[config.mk]
export PLATFORM = sky130hd
export DESIGN_NAME = traffic_phase_ctrl
export DESIGN_NICKNAME = d
export VERILOG_FILES = /design/src/rtl/traffic_pkg.sv /design/src/rtl/traffic_phase_ctrl_blink_timer.sv /design/src/rtl/traffic_phase_ctrl.sv
export SDC_FILE = /design/constraint.sdc
export NUM_CORES = 1
export LEC_CHECK = 0
export CORE_AREA = 2 2 39 41
export DETAILED_ROUTE_END_ITERATION = 16
export DIE_AREA = 0 0 41 43
export SYNTH_ARGS = -nofsm -noshare
export SYNTH_HDL_FRONTEND = slang
export SYNTH_SLANG_ARGS = --single-unit
[constraint.sdc]
create_clock -name clk -period 1.34 [get_ports clk]
set_input_delay 0.268 -clock clk [delete_from_list [all_inputs] [get_ports clk]]
set_output_delay 0.268 -clock clk [all_outputs]
set_load 0.01 [all_outputs]
[src/rtl/traffic_pkg.sv]
// Shared state codes and lamp constants for the traffic phase sequencer.
// Optional night blink mode is enabled with TRAFFIC_NIGHT_MODE_EN.
package traffic_pkg;

  localparam int GREEN_IDX  = 0;
  localparam int YELLOW_IDX = 1;
  localparam int RED_IDX    = 2;

  localparam logic [2:0] LIGHT_G = 3'b001;
  localparam logic [2:0] LIGHT_Y = 3'b010;
  localparam logic [2:0] LIGHT_R = 3'b100;

  localparam logic [2:0] ST_IDLE   = 3'd0;
  localparam logic [2:0] ST_G_LOAD = 3'd1;
  localparam logic [2:0] ST_G_RUN  = 3'd2;
  localparam logic [2:0] ST_Y_LOAD = 3'd3;
  localparam logic [2:0] ST_Y_RUN  = 3'd4;
  localparam logic [2:0] ST_R_LOAD = 3'd5;
  localparam logic [2:0] ST_R_RUN  = 3'd6;
`ifdef TRAFFIC_NIGHT_MODE_EN
  localparam logic [2:0] ST_NIGHT  = 3'd7;
`endif

endpackage

[src/rtl/traffic_phase_ctrl_blink_timer.sv]
// Free-running half-period timer for the night-mode yellow blink.
// Only instantiated when TRAFFIC_NIGHT_MODE_EN is defined.
module blink_timer #(
  parameter int pBLINK_HALF  = 4,
  parameter int pBLINK_WIDTH = 3
) (
  input  logic clk,
  input  logic rst_n,
  input  logic clr_i,
  input  logic en_i,
  output logic toggle_o
);

  localparam logic [pBLINK_WIDTH-1:0] LAST = pBLINK_WIDTH'(pBLINK_HALF - 1);

  logic [pBLINK_WIDTH-1:0] r_cnt;

  always_ff @(posedge clk or negedge rst_n) begin
    if (!rst_n) begin
      r_cnt <= '0;
    end else if (clr_i) begin
      r_cnt <= '0;
    end else if (en_i) begin
      r_cnt <= (r_cnt == LAST) ? '0 : r_cnt + 1'b1;
    end
  end

  // Toggle fires on the last count of each half-period.
  assign toggle_o = en_i && (r_cnt == LAST);

endmodule

[src/rtl/traffic_phase_ctrl.sv]
// GREEN -> YELLOW -> RED sequencer driving the phase down-counter (init/en, consumes last).
// Defining TRAFFIC_NIGHT_MODE_EN adds night_i and a blinking-yellow NIGHT state.
module traffic_phase_ctrl
  import traffic_pkg::*;
#(
`ifdef TRAFFIC_NIGHT_MODE_EN
  parameter int pBLINK_HALF  = 4,
  parameter int pBLINK_WIDTH = 3,
`endif
  parameter int pINIT_WIDTH  = 3
) (
  input  logic                   clk,
  input  logic                   rst_n,
  input  logic                   run_i,
  input  logic                   last_i,
`ifdef TRAFFIC_NIGHT_MODE_EN
  input  logic                   night_i,
`endif
  output logic [pINIT_WIDTH-1:0] init_o,
  output logic                   cnt_en_o,
  output logic [pINIT_WIDTH-1:0] light_o,
  output logic                   phase_start_o
);

  localparam logic [pINIT_WIDTH-1:0] LG = pINIT_WIDTH'(LIGHT_G);
  localparam logic [pINIT_WIDTH-1:0] LY = pINIT_WIDTH'(LIGHT_Y);
  localparam logic [pINIT_WIDTH-1:0] LR = pINIT_WIDTH'(LIGHT_R);

  logic [2:0]             r_state;
  logic [pINIT_WIDTH-1:0] r_init;
  logic                   r_en;
  logic [pINIT_WIDTH-1:0] r_light;
  logic                   r_start;

  logic [2:0]             w_next;
  logic [pINIT_WIDTH-1:0] w_init;
  logic                   w_en;
  logic [pINIT_WIDTH-1:0] w_light;
  logic                   w_start;

`ifdef TRAFFIC_NIGHT_MODE_EN
  logic w_blink_clr;
  logic w_blink_en;
  logic w_toggle;

  assign w_blink_clr = (w_next == ST_NIGHT) && (r_state != ST_NIGHT);
  assign w_blink_en  = (w_next == ST_NIGHT) && (r_state == ST_NIGHT);

  blink_timer #(
    .pBLINK_HALF  (pBLINK_HALF),
    .pBLINK_WIDTH (pBLINK_WIDTH)
  ) u_blink (
    .clk      (clk),
    .rst_n    (rst_n),
    .clr_i    (w_blink_clr),
    .en_i     (w_blink_en),
    .toggle_o (w_toggle)
  );
`endif

  // run_i low wins over everything; last_i is only looked at in RUN states.
  always_comb begin
    w_next = ST_IDLE;
    if (!run_i) begin
      w_next = ST_IDLE;
    end
`ifdef TRAFFIC_NIGHT_MODE_EN
    else if (night_i) begin
      w_next = ST_NIGHT;
    end
`endif
    else begin
      case (r_state)
        ST_IDLE:   w_next = ST_G_LOAD;
        ST_G_LOAD: w_next = ST_G_RUN;
        ST_G_RUN:  w_next = last_i ? ST_Y_LOAD : ST_G_RUN;
        ST_Y_LOAD: w_next = ST_Y_RUN;
        ST_Y_RUN:  w_next = last_i ? ST_R_LOAD : ST_Y_RUN;
        ST_R_LOAD: w_next = ST_R_RUN;
        ST_R_RUN:  w_next = last_i ? ST_G_LOAD : ST_R_RUN;
`ifdef TRAFFIC_NIGHT_MODE_EN
        ST_NIGHT:  w_next = ST_R_LOAD;
`endif
        default:   w_next = ST_IDLE;
      endcase
    end
  end

  // Outputs are decoded from the next state so the registers line up with r_state.
  always_comb begin
    w_init  = '0;
    w_en    = 1'b0;
    w_light = LR;
    w_start = 1'b0;
    case (w_next)
      ST_G_LOAD: begin w_init = LG; w_en = 1'b1; w_light = LG; w_start = 1'b1; end
      ST_G_RUN:  begin w_en = 1'b1; w_light = LG; end
      ST_Y_LOAD: begin w_init = LY; w_en = 1'b1; w_light = LY; w_start = 1'b1; end
      ST_Y_RUN:  begin w_en = 1'b1; w_light = LY; end
      ST_R_LOAD: begin w_init = LR; w_en = 1'b1; w_light = LR; w_start = 1'b1; end
      ST_R_RUN:  begin w_en = 1'b1; w_light = LR; end
`ifdef TRAFFIC_NIGHT_MODE_EN
      ST_NIGHT: begin
        if (r_state != ST_NIGHT) begin
          w_light = LY;
        end else if (w_toggle) begin
          w_light = r_light ^ LY;
        end else begin
          w_light = r_light;
        end
      end
`endif
      default: ;
    endcase
  end

  always_ff @(posedge clk or negedge rst_n) begin
    if (!rst_n) begin
      r_state <= ST_IDLE;
      r_init  <= '0;
      r_en    <= 1'b0;
      r_light <= LR;
      r_start <= 1'b0;
    end else begin
      r_state <= w_next;
      r_init  <= w_init;
      r_en    <= w_en;
      r_light <= w_light;
      r_start <= w_start;
    end
  end

  assign init_o        = r_init;
  assign cnt_en_o      = r_en;
  assign light_o       = r_light;
  assign phase_start_o = r_start;

endmodule

After elaboration in Yosys (flattened, before gate mapping)
Cells that the tools add are included.
{"block": "word_totals", "input_bits": 4, "out_inout_bits": 8, "reg_bits": 11, "wordCells": 31}
{"block": "op_classes", "reduce_logical": 5, "eq_ne": 12, "n_mux": 9}
{"op": "one-hot mux 3 bit (7 select lines)", "n": 1}
{"op": "equality test 3 bit, second input constant", "n": 6}
{"op": "equality test 3 x 2 -> 1 bit, second input constant", "n": 4}
{"op": "one-hot mux 3 bit (3 select lines)", "n": 1}
{"op": "equality test 3 x 1 -> 1 bit, second input constant", "n": 2}
{"op": "two-way mux 3 bit", "n": 2}
{"op": "one-hot mux 3 bit (2 select lines)", "n": 1}
{"op": "OR reduction 6 bit", "n": 1}
{"op": "two-way mux 1 bit", "n": 4}
{"op": "OR reduction 2 bit", "n": 2}
{"op": "zero test 3 bit", "n": 1}
{"op": "OR reduction 3 bit", "n": 1}

Depth between registers and ports, before layout
Gate-level depths: netlist (run 1).
{"block": "logic_depth", "word_depth": 6, "ltp_mapped": 4, "ltp_nobuf": 3}

Worst setup path after synthesis (run 1)
No wires, ideal clock.
{"block": "synth_timing", "kind": "flip-flop to flip-flop", "start": "register r_state[1]", "end": "register r_light[1] (netlist: light_o[1])", "t_required_ns": 1.263, "synth_period_minus_slack_ns": 1.157, "t_arrival_ns": 1.080, "path_buffers": 1, "setup_slack_ns": 0.183, "path_stages_with_launch": 4, "setup_time_ns": 0.077, "cell_sequence": "dfrtp_1 > buf_6 > or4b_1 > a21oi_1"}
{"block": "synth_between", "elab_chain_cells": 6, "elab_cells_between_ends": 16, "cone_classes": "eq/ne: 10; mux: 3; reduce/logical: 3"}
{"element": "start, declared", "line_no": "traffic_phase_ctrl.sv:29", "source": "logic [2:0] r_state;"}
{"element": "start signal, assigned", "line_no": "traffic_phase_ctrl.sv:125", "source": "r_state <= w_next;"}
{"element": "equality test 3 bit (tied with other cells)", "line_no": "traffic_phase_ctrl.sv:73", "source": "case (r_state)"}
{"element": "one-hot mux 3 bit (7 select lines) *", "line_no": "traffic_phase_ctrl.sv:73"}
{"element": "two-way mux 3 bit *", "line_no": "traffic_phase_ctrl.sv:64", "source": "if (!run_i) begin"}
{"element": "equality test 3 x 2 -> 1 bit (tied with other cells)", "line_no": "traffic_phase_ctrl.sv:95", "source": "case (w_next)"}
{"element": "OR reduction 2 bit (no line)"}
{"element": "one-hot mux 3 bit (2 select lines) *", "line_no": "traffic_phase_ctrl.sv:95"}
{"element": "net w_light[1]", "line_no": "traffic_phase_ctrl.sv:38", "source": "logic [pINIT_WIDTH-1:0] w_light;"}
{"element": "end signal, assigned", "line_no": "traffic_phase_ctrl.sv:128", "source": "r_light <= w_light;"}
{"element": "end, declared", "line_no": "traffic_phase_ctrl.sv:32", "source": "logic [pINIT_WIDTH-1:0] r_light;"}
Mark *: on every way through the listed nets, which the timed path passes. The rest lies on a longest branch.

Worst setup path after layout (run 1)
{"block": "layout_timing", "start": "register r_light[2] (netlist: light_o[2])", "end": "output port light_o[2]"}
{"element": "end, declared", "line_no": "traffic_phase_ctrl.sv:21", "source": "output logic [pINIT_WIDTH-1:0] light_o,"}
No word-level cell between the ends.

==> flow_summary.ini, run 1 <==
[logic_synthesis]
synth_nets = 49
synth_compound_area_frac = 0.133
syn_inst = 45
synth_cell_type_count = 19
synth_fa_ha_area_frac = 0
synth_area_sq_um = 469
synthSimpleGateAreaFrac = 0.168
synthMuxAreaShare = 0
synth_top_family_by_area = simple AND/OR/NAND/NOR gates
ys_seq_elements = 11
synth_area_per_cell_sq_um = 10.4
yosysWarnings = 0
synth_edf_count = 0
dominantRegCellSynth = dfrtp_1
yosysSeqAreaShare = 0.589
synthXorXnorAreaFrac = 0.0187
synthArstFlopShare = 1.00

[timing]
hold_viol_final = 0
final.setup_skew_ps = 1.29
rsz0062_at_grt = no
maxSlewHeadroom = 0.829
worst_slew_pin_slew_ps = 256
period_share = 0.966
slew_viol_final = 0
setup_ws_ps = 46.0
setup_viol = 0
min_period_ps = 1290
hold_slack_ps = 292
fmax_mhz = 773

[grt]
track_usage = 0.125
grt_max_degree = 12
overflow = 0
antenna_found_initial = 0
grt_pass1_wl_microns = 1350
grt_pass1_vias = 306

[floorplan]
dieWidth_microns = 41
initial_utilization = 0.339
die_h_microns = 43
io_pins = 12
core-area_sq_mm = 0.00138
die_area_sq_mm = 0.00176
row_count = 14

[clock_network]
numCtsBuffers = 3
ctsHoldBuffers = 0
cts-resized-gates = 8
cts_sinks = 11
h-tree-depth = 1
cts_tree = done
clk_pin_slew_worst_paths_ps = 70
post_cts_buffers = 0
cts_buffer_depth = 2
cts_root_buffer = clkbuf_4
clkLatencyLatePin_ps = 260

[power]
p_clk_frac = 0.310
power_density_mw_per_mm2 = 1170
p_sw_frac = 0.259
ir_drop_mv = 0.410
power.leakage_nw = 0.304
combPwrFrac = 0.172
intPower_mw = 0.531
switching_power_mw = 0.186
p_seq_frac = 0.518

[status]
outcome = completed

[critical_path]
critical_path_required_ps = 1070
cpPeakStageDelay_ps = 510
path_delay_family = flip-flops
cp_num_buf_inv = 1
crit_cells = 1
worstPathArrival_ps = 1030
cp-end-kind = output pin
rr_endpoint = light_o[1]
start_kind = flip-flop
crit_slowest_cell = dfstp_2
crit_chain = dlygate4sd2_1
reg2regPathDepth = 2
rrSetupSlack_ps = 190
rr_startpoint = r_state[2]
crit_type = reg -> out
path_max_fanout = 1

[route]
finalWirelength_microns = 813
first_iter_violations = 6
via_count = 376
vias_per_cell = 4.95
wire_per_inst_microns = 10.7
drc = 0
drtPass1Iterations = 5
drtAntennaViolNets = 0

[final_layout]
drive_above_1_share = 0.133
n_antenna_cell = 0
n_fill_cell = 145
fin_util = 0.444
nets = 65
mostFrequentLayoutCell = dfrtp_1
layout_common_cells = dfrtp_1 (10), dlygate4sd2_1 (8), a21oi_1 (5)
area_growth_pct = 30.9

[placed_design]
dp_hpwl_microns = 584
port_buffers = 11
place_ws_ps = -71.9
place.gp.congestion = 0.773

[min_path]
hold_class = in -> async

[flow_run]
cap_violations = 0
[cell usage after synthesis, drive strengths merged, types with 2 or more instances]
master / n / area [sq um]
a21oi: 5 / 25.0
nand2b: 3 / 18.8
buf: 3 / 27.5
nor3: 2 / 10.0
nand2: 3 / 11.3
nor2: 3 / 11.3
inv: 3 / 11.3
dfrtp: 10 / 250
nand3: 2 / 10.0
o21ai: 3 / 15.0
[area by class of cell]
type / count / area [sq um] / share of cell area
multi-input cells: 27 / 150 / 0.244
clock buffers: 4 / 26.3 / 0.0428
flip-flops and latches: 11 / 277 / 0.450
well taps: 16 / 20.0 / 0.0326
repair buffers: 15 / 130 / 0.212
inverters: 3 / 11.3 / 0.0183
[through the flow]
stage / TNS (ps) / power (mW) / std cells / instance area (sq um)
after floorplan: 0 / 0.451 / 45 / 469
after global placement: -48.9 / 0.512 / 72 / 598
after detailed placement: -94.5 / 0.514 / 72 / 598
after CTS: 0 / 0.731 / 76 / 614
after global routing: 0 / 0.760 / 76 / 614
final: 0 / 0.716 / 76 / 614
[layer usage]
layer / share of wire / vias up / track usage
met3: 0.074 / 2 / 0.0314
met5: 0 / - / 0
met2: 0.49 / 16 / 0.138
met1: 0.41 / 179 / 0.175
met4: 0.023 / 0 / 0.140
li1: - / 179 / -
[state kept, by name, indices dropped and copies added, names as in the netlist]
register       flops
phase_start_o      1
cnt_en_o           1
light_o            3
r_state            3
init_o             3
[power groups by stage]
stage	Sequential [mW]	Clock [mW]	Combinational [mW]
after CTS	0.371	0.235	0.124
after global placement	0.378	0	0.134
after detailed placement	0.378	0	0.136
final	0.371	0.222	0.123
after floorplan	0.380	0	0.0706
after global routing	0.375	0.247	0.138
[cells by family (layout without fill, tap and decap cells)]
| group | Yosys count | in the layout |
|---|---|---|
| and+or+nand+nor | 15 | 15 |
| AOI/OAI and AO/OA | 11 | 11 |
| xor gates and xnor gates | 1 | 1 |
| buffers and inverters | 7 | 22 |
| DFF | 11 | 11 |
[worst max path at each step]
stage               start          to
3_5_place_dp       last_i  light_o[1]
4_1_cts        light_o[2]  light_o[2]
5_1_grt        light_o[2]  light_o[2]
6_report       light_o[2]  light_o[2]
3_3_place_gp       last_i  light_o[1]
2_1_floorplan  r_state[1]  light_o[1]
Power figures use the tool's default switching activity.
==> run 2: changes to the inputs <==
Settings changed: PLACE_DENSITY set to 0.63.
==> run 2 against run 1 <==
Against the previous run:
- first-iteration DRC count increased by 67%
- utilization down 0.54 points
- sequential share of layout area rose by 0.56 points
- clock skew grew 0.93 ps
- clock power down 4%
- highest routed layer unchanged
- clock-buffer cell count unchanged
- cell area is 1.2% lower
- register-to-register slack barely moved
- maximum frequency rose by 0.29%
- die area unchanged
- critical endpoint unchanged
- setup slack better by 3.7 ps
- hold slack improved by 44 ps
==> flow_summary.ini, run 2 (synthesis gave the netlist of run 1 again) <==
[placed_design]
dpl_cell_area_sq_um = 591
dp_hpwl_microns = 596
port_buffers = 11
place.gp.congestion = 0.748
place_ws_ps = -74.7

[grt]
met2_usage = 0.147
grt_pass1_vias = 313
grt_pass1_wl_microns = 1350
track_usage = 0.121
use_met3 = 0.0314
busiest_layer = met1
grtUsageMet1 = 0.171
overflow = 0
antenna_found_initial = 0
grt_max_degree = 12

[route]
drtPass1Iterations = 4
wire_per_inst_microns = 11.2
drc = 0
via_count = 367
finalWirelength_microns = 837
drtAntennaViolNets = 0
first_iter_violations = 10
vias_per_cell = 4.89

[floorplan]
die_area_sq_mm = 0.00176
io_pins = 12
row_count = 14
die_h_microns = 43
dieWidth_microns = 41
initial_utilization = 0.339
core-area_sq_mm = 0.00138

[timing]
final.setup_skew_ps = 2.22
worst_slew_pin_slew_ps = 484
slew_viol_final = 0
rsz0062_at_grt = no
fmax_mhz = 775
setup_viol = 0
hold_viol_final = 0
setup_ws_ps = 49.7
maxSlewHeadroom = 0.676
min_period_ps = 1290
period_share = 0.963

[power]
power_density_mw_per_mm2 = 1170
ir_drop_mv = 0.471
power.leakage_nw = 0.299
power.total_mw = 0.707

[min_path]
hold_class = in -> async

[final_layout]
n_fill_cell = 152
regArea_sq_um = 277
multi_input_area_sq_um = 150
area_growth_pct = 29.3
final_area_sq_um = 607
n_antenna_cell = 0
mostFrequentLayoutCell = dfrtp_1
fin_util = 0.439
drive_above_1_share = 0.119
layout_common_cells = dfrtp_1 (10), dlygate4sd2_1 (8), a21oi_1 (5)
nets = 64

[status]
outcome = completed

[flow_run]
cap_violations = 0

[clock_network]
h-tree-depth = 1
cts_sinks = 11
cts_root_buffer = clkbuf_4
cts_buffer_depth = 2
numCtsBuffers = 3
clkLatencyLatePin_ps = 260
post_cts_buffers = 0
ctsHoldBuffers = 0
clk_pin_slew_worst_paths_ps = 70
cts_tree = done

[critical_path]
cp-end-kind = output pin
start_kind = flip-flop
crit_type = reg -> out
path_delay_family = flip-flops
cp_num_buf_inv = 1
critical_path_required_ps = 1070
crit_slowest_cell = dfstp_2
crit_chain = dlygate4sd2_1
worstPathArrival_ps = 1020
cpPeakStageDelay_ps = 510
path_max_fanout = 1
[run 2: power breakdown]
part / internal (mW) / switching (mW)
sequential: 0.358 / 0.0136
clock: 0.115 / 0.0993
combinational: 0.0561 / 0.0656
[run 2: worst paths after layout]
path                             from          to  slack (ps)  cells after the start
max                        light_o[2]  light_o[2]          50                      1
min                             rst_n   init_o[2]         340                      1
max reg2reg                r_state[1]  light_o[1]         180                      2
min reg2reg                r_state[0]  light_o[1]         540                      2
max in group asynchronous       rst_n  light_o[2]         660                      1
min in group clk           r_state[0]  light_o[1]         540                      2
[run 2: repair_timing]
item | 4_1_cts | 5_1_grt
setup endpoints to repair | 8 | 0
hold endpoints to repair | 0 | 0
gates resized for setup | 8 | 0
[run 2: final cells by class]
type                    count  share of cell area
flip-flops and latches     11               0.456
multi-input cells          27               0.247
clock buffers               4              0.0433
well taps                  16              0.0330
inverters                   3              0.0186
repair buffers             14               0.202
[run 2: routing by layer]
layer / vias to the layer above / part of all wire / wire (microns)
met5: - / 0 / 0
met4: 0 / 0.017 / 14
met3: 2 / 0.091 / 76
met2: 19 / 0.47 / 394
met1: 168 / 0.42 / 351
li1: 178 / - / -
[run 2: through the flow]
| stage | std cells | hold slack (ps) | setup TNS, ps |
|---|---|---|---|
| 2_1_floorplan | 45 | -27.6 | 0 |
| 3_3_place_gp | 71 | 539 | -58.3 |
| 3_5_place_dp | 71 | 529 | -89.1 |
| 4_1_cts | 75 | 337 | 0 |
| 5_1_grt | 75 | 363 | 0 |
| 6_report | 75 | 336 | 0 |
